`src/rtl/uart_port_ctrl_pkg.sv`:
```
// Shared definitions for the UART port controller.
// Holds the FSM state encoding and the default strobe pulse width.
// No ports; imported by uart_port_ctrl.
package uart_port_ctrl_pkg;

    // Default width, in clk cycles, of each rdn/wrn low pulse.
    localparam int PULSE_CYC_DEFAULT = 2;

    typedef enum logic [3:0] {
        ST_IDLE     = 4'd0,
        ST_RD_WAIT  = 4'd1,
        ST_RD_PULSE = 4'd2,
        ST_RD_END   = 4'd3,
        ST_WR_SETUP = 4'd4,
        ST_WR_PULSE = 4'd5,
        ST_WR_HOLD  = 4'd6,
        ST_WR_TBRE  = 4'd7,
        ST_WR_TSRE  = 4'd8,
        ST_DONE     = 4'd9
    } state_e;

endpackage

```
`src/rtl/uart_port_ctrl.sv`:
```
// UART port controller: sequences single-byte reads and writes to an external
// UART chip that shares the low byte of the RAM1 data bus.
//
// Ports:
//   clk, rst            clock; asynchronous active-high reset
//   rd_req, wr_req      level requests, only sampled in IDLE (read wins)
//   wr_data[7:0]        byte to write, latched into bus_dout on acceptance
//   rd_data[7:0]        last byte read; held until the next read completes
//   busy, done          busy outside IDLE; done is a one-cycle completion pulse
//   data_ready          UART chip has a received byte
//   tbre, tsre          UART transmit buffer / shift register empty
//   rdn, wrn            active-low read/write strobes to the UART chip
//   bus_din[7:0]        low byte of the shared bus (read path)
//   bus_dout[7:0]       value the top level drives onto the bus
//   bus_drive           enables the bus_dout tristate in the top level
//   ram1_dis            keeps RAM1 off the bus while the port is busy
//   dbg_state_o[3:0]    current FSM state, for observation only
//
// Handshake: a request is accepted on the rising edge where the FSM is in IDLE
// and the request level is high; it is then ignored until done has pulsed and
// the FSM is back in IDLE. There is no back-pressure beyond busy.
module uart_port_ctrl
    import uart_port_ctrl_pkg::*;
#(
    parameter int PULSE_CYC = PULSE_CYC_DEFAULT
) (
    input  logic       clk,
    input  logic       rst,
    input  logic       rd_req,
    input  logic       wr_req,
    input  logic [7:0] wr_data,
    output logic [7:0] rd_data,
    output logic       busy,
    output logic       done,
    input  logic       data_ready,
    input  logic       tbre,
    input  logic       tsre,
    output logic       rdn,
    output logic       wrn,
    input  logic [7:0] bus_din,
    output logic [7:0] bus_dout,
    output logic       bus_drive,
    output logic       ram1_dis,
    output logic [3:0] dbg_state_o
);

    // Exit value of the pulse counter; the counter never counts past it.
    localparam logic [3:0] PULSE_LAST = 4'(PULSE_CYC - 1);

    state_e     state_q, state_d;
    logic [3:0] cnt_q, cnt_d;
    logic [7:0] rd_data_q, rd_data_d;
    logic [7:0] bus_dout_q, bus_dout_d;
    logic       rdn_q, rdn_d;
    logic       wrn_q, wrn_d;
    logic       drive_q, drive_d;
    logic       busy_q, busy_d;
    logic       done_q, done_d;

    always_comb begin
        state_d    = state_q;
        cnt_d      = 4'd0;  // cleared everywhere except while a pulse runs
        rd_data_d  = rd_data_q;
        bus_dout_d = bus_dout_q;

        case (state_q)
            ST_IDLE: begin
                if (rd_req) begin
                    state_d = ST_RD_WAIT;
                end else if (wr_req) begin
                    bus_dout_d = wr_data;
                    state_d    = ST_WR_SETUP;
                end
            end
            ST_RD_WAIT: begin
                if (data_ready) state_d = ST_RD_PULSE;
            end
            ST_RD_PULSE: begin
                if (cnt_q == PULSE_LAST) begin
                    // Capture on the edge that ends the last low cycle.
                    rd_data_d = bus_din;
                    state_d   = ST_RD_END;
                end else begin
                    cnt_d = cnt_q + 4'd1;
                end
            end
            ST_RD_END:   state_d = ST_DONE;
            ST_WR_SETUP: state_d = ST_WR_PULSE;
            ST_WR_PULSE: begin
                if (cnt_q == PULSE_LAST) state_d = ST_WR_HOLD;
                else                     cnt_d   = cnt_q + 4'd1;
            end
            ST_WR_HOLD: state_d = ST_WR_TBRE;
            ST_WR_TBRE: begin
                if (tbre) state_d = ST_WR_TSRE;
            end
            ST_WR_TSRE: begin
                if (tsre) state_d = ST_DONE;
            end
            ST_DONE: state_d = ST_IDLE;
            default: state_d = ST_IDLE;
        endcase

        // Outputs are decoded from the next state and registered, so they
        // switch on the same edge as the state and cannot glitch.
        rdn_d   = (state_d != ST_RD_PULSE);
        wrn_d   = (state_d != ST_WR_PULSE);
        drive_d = (state_d == ST_WR_SETUP) || (state_d == ST_WR_PULSE) ||
                  (state_d == ST_WR_HOLD);
        busy_d  = (state_d != ST_IDLE);
        done_d  = (state_d == ST_DONE);
    end

    always_ff @(posedge clk or posedge rst) begin
        if (rst) begin
            state_q    <= ST_IDLE;
            cnt_q      <= 4'd0;
            rd_data_q  <= 8'h00;
            bus_dout_q <= 8'h00;
            rdn_q      <= 1'b1;
            wrn_q      <= 1'b1;
            drive_q    <= 1'b0;
            busy_q     <= 1'b0;
            done_q     <= 1'b0;
        end else begin
            state_q    <= state_d;
            cnt_q      <= cnt_d;
            rd_data_q  <= rd_data_d;
            bus_dout_q <= bus_dout_d;
            rdn_q      <= rdn_d;
            wrn_q      <= wrn_d;
            drive_q    <= drive_d;
            busy_q     <= busy_d;
            done_q     <= done_d;
        end
    end

    assign rd_data     = rd_data_q;
    assign bus_dout    = bus_dout_q;
    assign rdn         = rdn_q;
    assign wrn         = wrn_q;
    assign bus_drive   = drive_q;
    assign busy        = busy_q;
    assign ram1_dis    = busy_q;  // RAM1 is kept off the bus whenever busy
    assign done        = done_q;
    assign dbg_state_o = state_q;

endmodule

```
`config.mk`:
```
export PLATFORM = sky130hd
export DESIGN_NAME = uart_port_ctrl
export DESIGN_NICKNAME = d
export VERILOG_FILES = /design/src/rtl/uart_port_ctrl_pkg.sv /design/src/rtl/uart_port_ctrl.sv
export SDC_FILE = /design/constraint.sdc
export NUM_CORES = 1
export LEC_CHECK = 0
export ABC_AREA = 1
export ABC_CLOCK_PERIOD_IN_PS = 1230
export CORE_ASPECT_RATIO = 0.9
export CORE_UTILIZATION = 39
export CTS_CLUSTER_SIZE = 10
export DETAILED_ROUTE_END_ITERATION = 8
export PLACE_DENSITY = 0.74
export SLEW_MARGIN = 0
export SYNTH_ARGS = -nofsm -noshare
export SYNTH_HDL_FRONTEND = slang
export SYNTH_SLANG_ARGS = --single-unit
export TNS_END_PERCENT = 20
```
`constraint.sdc`:
```
create_clock -name clk -period 1.23 [get_ports clk]
set_input_delay 0.246 -clock clk [delete_from_list [all_inputs] [get_ports clk]]
set_output_delay 0.246 -clock clk [all_outputs]
set_load 0.05 [all_outputs]
```
==> Word level (Yosys, flattened, before mapping) <==
Index checks and enable logic that the tools add are counted.
{ "totals": {"out_inout_bits": 26, "word_cells": 43, "inputBits": 23, "regBits": 29} }
{ "op_classes": {"addsub": 1, "n_bitwise": 1, "n_mux": 10, "eq_ne": 15, "n_reduce_logical": 7} }
{ "op_table": {"columns": ["cell", "count"], "rows": [
  ["$mux W4", 9],
  ["$pmux W4 S9", 1],
  ["$eq A4 B3 Y1 const B", 7],
  ["$eq A4 B1 Y1 const B", 2],
  ["$eq A4 B2 Y1 const B", 2],
  ["$eq A4 B4 Y1 const B", 2],
  ["$add A4 B1 Y4 const B", 1],
  ["$logic_not A4 Y1", 1],
  ["$ne A4 B2 Y1 const B", 1],
  ["$ne A4 B3 Y1 const B", 1],
  ["$reduce_bool A4 Y1", 1],
  ["$reduce_and A3 Y1", 1],
  ["$logic_or A1 B1 Y1", 2],
  ["$reduce_and A2 Y1", 1],
  ["$reduce_or A2 Y1", 1],
  ["$not A1 Y1", 1]
]} }

==> Longest topological paths before layout <==
Gate-level depths: netlist of run 1.
{ "depth": {"ltp_word": 6, "ltp_mapped": 9, "ltp_nobuf": 9} }

==> Worst setup path after synthesis of run 1 <==
OpenSTA, ideal clock, no wires.
{ "synth_timing": {"path_kind": "flip-flop to flip-flop", "from": "register state_q[2] (netlist: dbg_state_o[2])", "to": "register busy_q (netlist: busy)", "path_stages_with_launch": 10, "setup_time_ps": 127, "arrival_time_ps": 1437, "slack_ps": -334, "synth_period_minus_slack_ps": 1564, "path_cell_list": "dfrtp_1 inv_1 nand2_2 nor2_4 nand2_4 nand2_2 nor2_4 nand2_4 inv_2 nand3_1"} }
{ "synth_between": {"word_cells_on_any_way": 18, "classes_between": "eq/ne (8); mux (8); reduce/logical (2)"} }
{ "synth_lines": {"columns": ["item", "line_no", "source"], "rows": [
  ["start: declaration", "uart_port_ctrl.sv:50", "state_e state_q, state_d;"],
  ["start signal: assignment", "uart_port_ctrl.sv:126", "state_q <= state_d;"],
  ["$eq A4 B4 Y1 (tied with other cells)", "uart_port_ctrl.sv:66", "case (state_q)"],
  ["$pmux W4 S9 (*)", "uart_port_ctrl.sv:66", null],
  ["via state_d[0]", "uart_port_ctrl.sv:50", null],
  ["$reduce_bool A4 Y1 (*)", "uart_port_ctrl.sv:110", "busy_d = (state_d != ST_IDLE);"],
  ["via busy_d", "uart_port_ctrl.sv:57", "logic busy_q, busy_d;"],
  ["end signal: assignment", "uart_port_ctrl.sv:133", "busy_q <= busy_d;"],
  ["end: declaration", "uart_port_ctrl.sv:57", null]
]} }
Mark *: on every way through the listed nets, which the timed path passes. The rest lies on a longest branch.
A chain may end at the register's enable or synchronous reset.

==> Worst setup path in the final report of run 1 <==
{ "layout_timing": {"from": "register state_q[1] (netlist: dbg_state_o[1])", "to": "output port dbg_state_o[1]"} }
{ "layout_lines": {"columns": ["item", "line_no", "source"], "rows": [
  ["end: declaration", "uart_port_ctrl.sv:44", "output logic [3:0] dbg_state_o"]
]} }
No word-level cell between the ends.

==> metrics, run 1 <==
run status complete, but fails checks; failing checks setup timing; initial antenna violation count 0; Die H 57.61 um; I/O pin cnt 49; vias in the first global route 1367; final layout net count 243; Tmin final 1346 ps; Final Cycle Share 109.5%; Wirelength per Cell 13.86 um; endpoints failing setup 20; total number of yosys warnings 0; Synth Instances 143; Sink Count 29; f_max 742.7 MHz; CP required 980 ps; Starting DRT DRC Count 26; Synth Flop Type dfrtp_1; final-report hold violation count 0; RSZ-0062 raised after global routing yes; EDFF count, synth 0; Worst-path clk slew 70 ps; Post-Route Hold Slack 286.8 ps; critical path class flop to output pin; Synth cell types 20; initial cell density of the core 42.38%; mean area per synthesized cell 9.371 um2; Rel. slew slack 84.75%; first-pass GRT wire length 5940 um; H-tree lvl count 2; R2R cell count 5; share of cells above drive strength 1 46.15%; final setup margin -116.4 ps; routability congestion estimate 0.8781; vias 1282; hold crit path type input port to async pin; hold buffer count at CTS 0; via/cell ratio 4.875; # diodes 0; sequential element share of the synthesized area 54.34%; Routed Antenna Nets 0; clock buffer count from CTS 5; largest net degree at the start of global routing 19; Max clock buf depth 2; worst skew pair latency 280 ps; flops & latches, synth 29; Syn Nets 166; worst-margin pin slew 227.2 ps; Die X 63.79 um; cell area after synthesis 1340 um2; clock root buffer clkbuf_8; Post-synth ARST share 100.0%; Post-Route WL 3646 um; GRT Total Usage 21.81%; CTS tree done; Area Growth Syn to Fin 83.66%; DRC viols 0; max_cap viols 0; drt pass-1 iters 4; arrival time at the worst endpoint 1100 ps; Lkg Pwr 1.169 nW; Setup crit end kind output pin; max-slew violations 0; FP Rows 19; Clock Skews 4.609 ps; GR Overflow Total 0; Die Area 3675 um2; detailed placer's ending HPWL 2621 um; FILL cells 184; core area 3162 um2; Design Power 7.639 mW; Max VDD drop 1.855 mV; crit-path max FO 5; I/O Buffers 48; Critical Path Source Type flop; power per cell area 3104 nW/um2
## layer usage
layer | track usage (%) | vias up | part of all wire [%]
met2 | 38.60 | 53 | 53
met3 | 7.874 | 14 | 7.1
met4 | 12.34 | 0 | 3.2
met5 | 0 | - | 0
li1 | - | 605 | -
met1 | 22.46 | 610 | 36
## state kept, by name, summed over array words and instances (netlist names)
signal	count
busy	1
rd_data	8
cnt_q	4
bus_dout	8
rdn	1
dbg_state_o	4
done	1
bus_drive	1
wrn	1
## metrics by stage
stage                     instance area, um2  instances  setup WS, ps  setup TNS, ps  util (%)
after floorplan                         1345        143        -126.1          -2095         -
after global placement                  2281        252        -195.3          -1976     72.14
after detailed placement                2281        252        -234.3          -2561     72.14
after CTS                               2445        263        -98.02          -1006     77.32
after global routing                    2461        263        -182.2          -2850     77.84
final                                   2461        263        -116.4          -1131     77.84
## cells in the mapped netlist, types with 2 or more instances
cell type | instances | area [um2]
nand3_1 | 7 | 35.03
dfstp_2 | 2 | 52.55
o21ai_0 | 6 | 30.03
nand2_4 | 2 | 22.52
nand2_2 | 7 | 43.79
dfrtp_1 | 27 | 675.7
mux2_2 | 8 | 90.09
nand2_1 | 39 | 146.4
inv_2 | 4 | 15.01
nor2_4 | 3 | 33.78
inv_1 | 15 | 56.30
nor2_1 | 10 | 37.54
nor2_2 | 4 | 25.02
nand4_1 | 3 | 18.77
## cell type report
class / count / area, um2 / area share [%]
timing repair buffer: 70 / 932.1 / 37.87
multi-input combinational: 95 / 586.8 / 23.84
sequential: 29 / 733.2 / 29.79
clock inverter: 2 / 10.01 / 0.4067
tap: 42 / 52.55 / 2.135
inverter: 19 / 73.82 / 2.999
clock buffer: 6 / 72.57 / 2.949
## repair_timing
action,in CTS,in global routing
pin swaps,3,0
gates cloned,1,0
gates resized for setup,16,6
setup endpoints to repair,26,27
buffers inserted,2,0
## critical path: stages, from the launching register on
cell     delay, ps
dfrtp_2        450
buf_6          130
buf_6          110
buf_12         130
## path summary, 6_finish.rpt
path	startpoint	end	slack (ps)
min	rst	bus_dout[0]	290
min reg2reg	cnt_q[0]	cnt_q[0]	480
max reg2reg	cnt_q[1]	rd_data[5]	-80
max in group asynchronous	rst	rdn	660
max	dbg_state_o[1]	dbg_state_o[1]	-120
min in group clk	cnt_q[0]	cnt_q[0]	480
## report_power, final
group	internal [mW]	switching, mW	leakage, nW	total, mW
combinational	2.38	2.67	0.771	5.04
clock	0.391	0.367	0.0450	0.758
sequential	1.38	0.458	0.353	1.84
total	4.15	3.49	1.17	7.64
## logic make-up (layout without fill, tap and decap cells)
kind of cell	Yosys count	count (layout)	share of synthesized area, %
mux	8	8	6.723
compound gates	9	9	3.735
simple gates	77	78	29.32
buf+inv	20	97	5.882
flops	29	29	54.34
## layout by cell type, fill, tap and decap left out, types with 2 or more instances in the layout
cell,count
nand2_1,37
buf_12,26
dfrtp_1,23
clkdlybuf4s50_1,22
buf_4,15
inv_1,12
nor2_1,9
nand2_2,8
mux2_2,8
buf_6,7
inv_2,6
nor2_4,6
o21ai_0,5
clkbuf_8,5
nand2_4,4
nand3_1,4
dfrtp_2,4
nand4_1,3
nand3_2,3
nor2_2,2
clkinv_2,2
dfstp_2,2
Note: power is estimated with default switching activity, not from simulation.
==> run 2, diff against run 1 <==
CORE_ASPECT_RATIO = 0.6   (was 0.9)
SLEW_MARGIN = default   (was 0)
==> run 2 against run 1 <==
Against the previous run:
- the run still ends with setup timing left
- sequential cell count unchanged
- critical path depth did not move
- core utilization decreased by 1.7 points
==> metrics, run 2 (synthesis results as in run 1) <==
initial cell density of the core 41.07% (-1.3 points); Max VDD drop 1.822 mV (-1.8%); Area Growth Syn to Fin 85.43%; Tmin final 1352 ps (+5.992 ps); largest net degree at the start of global routing 30 (+11); final setup margin -122.4 ps (-5.992 ps); arrival time at the worst endpoint 1110 ps (about the same); detailed placer's ending HPWL 2912 um (+11%); hold crit path type input port to async pin; grt met1 use 29.04% (+6.6 points); Clock Skews 3.437 ps (-1.173 ps); I/O Buffers 48 (unchanged); Sink Count 29 (unchanged); Final Cycle Share 110.0% (+0.49 points); CTS tree done; DP Cell Count 254 (+0.79%); FILL cells 209 (+14%); Slowest Stage Delay on Critical Path 450 ps (about the same); met3 Use GR 7.379% (-0.50 points); H-tree lvl count 2 (unchanged); commonest non-fill, non-tap cell in the layout nand2_1; gr busiest metal met2; Rel. slew slack 85.78% (+1.0 points); GRT met2 Usage 41.42% (+2.8 points); Die H 47.41 um (-18%); Max clock buf depth 2 (unchanged); initial antenna violation count 0 (unchanged); I/O pin cnt 49 (unchanged); max-slew violations 0 (unchanged); first-pass GRT wire length 6203 um (+4.4%); GRT Total Usage 23.46% (+1.7 points); Post-Route WL 4038 um (+11%); drt pass-1 iters 4 (unchanged); routability congestion estimate 0.8593 (-2.1%); Lkg Pwr 1.165 nW (-0.29%); RSZ-0062 raised after global routing yes; R2R cell count 8 (+3); worst slack, placed -253.1 ps (-18.77 ps); run status complete, but fails checks; vias 1278 (-0.31%); vias in the first global route 1271 (-7.0%); # diodes 0 (unchanged); final layout net count 241 (-0.82%); core area 3263 um2 (+3.2%); hold buffer count at CTS 0 (unchanged); failing checks setup timing; DRC viols 0 (unchanged); max_cap viols 0 (unchanged); clock buffer count from CTS 5 (unchanged); Routed Antenna Nets 0 (unchanged); crit-path max FO 5 (unchanged); worst-margin pin slew 211.9 ps (-15.26 ps); final-report hold violation count 0 (unchanged); clock root buffer clkbuf_8; endpoints failing setup 24 (+20%); most used cell, CP buf_6; Die Area 3682 um2 (+0.20%); worst skew pair latency 280 ps (about the same); Starting DRT DRC Count 109 (+320%); setup_tns -1677 ps (-546.2 ps); share of cells above drive strength 1 47.95% (+1.8 points); Setup crit end kind output pin; Critical Path, Cell by Cell buf_6, buf_6, buf_12; reg2reg setup slack -110 ps (-30 ps); Worst-path clk slew 60 ps (about the same); GR Overflow Total 0 (unchanged); Post-Route Hold Slack 311.5 ps (+24.76 ps); FP Rows 16 (-3); Critical Path Source Type flop; Worst Path Buf+Inv 3 (unchanged); f_max 739.4 MHz (-0.44%); Wirelength per Cell 15.30 um (+10%); CP required 980 ps (about the same); Die X 77.68 um (+22%); most frequent cells in the layout nand2_1, buf_12, dfrtp_1; via/cell ratio 4.841 (-0.69%); Non-Filler Instances 264 (+0.38%); Worst path top cell family by delay flip-flops; WP depth 3 (unchanged); critical path class flop to output pin; power per cell area 3122 nW/um2 (+0.59%); slowest CP cell dfrtp_2
-- run 2: worst paths after layout --
path                                  endpoint           start
min in group clk                   bus_dout[0]      wr_data[0]
worst min register to register        cnt_q[0]        cnt_q[0]
worst max-delay path            dbg_state_o[0]  dbg_state_o[0]
worst min-delay path                rd_data[4]             rst
max in group asynchronous                  wrn             rst
worst max register to register            done  dbg_state_o[3]
-- run 2: through the flow --
step	cell area (um2)	utilization (%)	total power, mW
final	2485	76.15	7.758
after global routing	2485	76.15	8.091
after CTS	2464	75.50	7.680
after detailed placement	2290	70.17	6.663
after global placement	2290	70.17	6.503
after floorplan	1345	-	4.128
-- run 2: routing by layer --
layer  share of wire, %  wire (um)
met5                  0          0
met2                 52       2103
met4               0.37         15
met3                5.7        232
met1                 42       1686
-- run 2: power by group --
group          switching (mW)  internal [mW]  total, mW
Combinational            2.75           2.41       5.16
Clock                   0.363          0.391      0.754
Sequential              0.471           1.38       1.85
Total                    3.58           4.18       7.76
-- run 2: worst reg2reg max path: cells and delay by family (launching register included) --
family | cells | cell delay, ps
buffers and inverters | 2 | 190
AND/OR/NAND/NOR | 6 | 590
flip-flops | 1 | 440
-- run 2: layout make-up --
| class | count | area (um2) | share of cell area [%] |
|---|---|---|---|
| Inverter | 19 | 73.82 | 2.971 |
| Clock buffer | 6 | 72.57 | 2.920 |
| Tap cell | 45 | 56.30 | 2.266 |
| Sequential cell | 29 | 733.2 | 29.51 |
| Timing Repair Buffer | 68 | 929.6 | 37.41 |
| Multi-Input combinational cell | 95 | 609.3 | 24.52 |
| Clock inverter | 2 | 10.01 | 0.4028 |
-- run 2: timing repair --
item                                    4_1_cts  5_1_grt
gates cloned                                  1        0
endpoints found under the setup margin       26       30
pin swaps                                    11        1
hold endpoints to repair                      0        0
resized for setup                            23        7
setup buffers                                 1        0
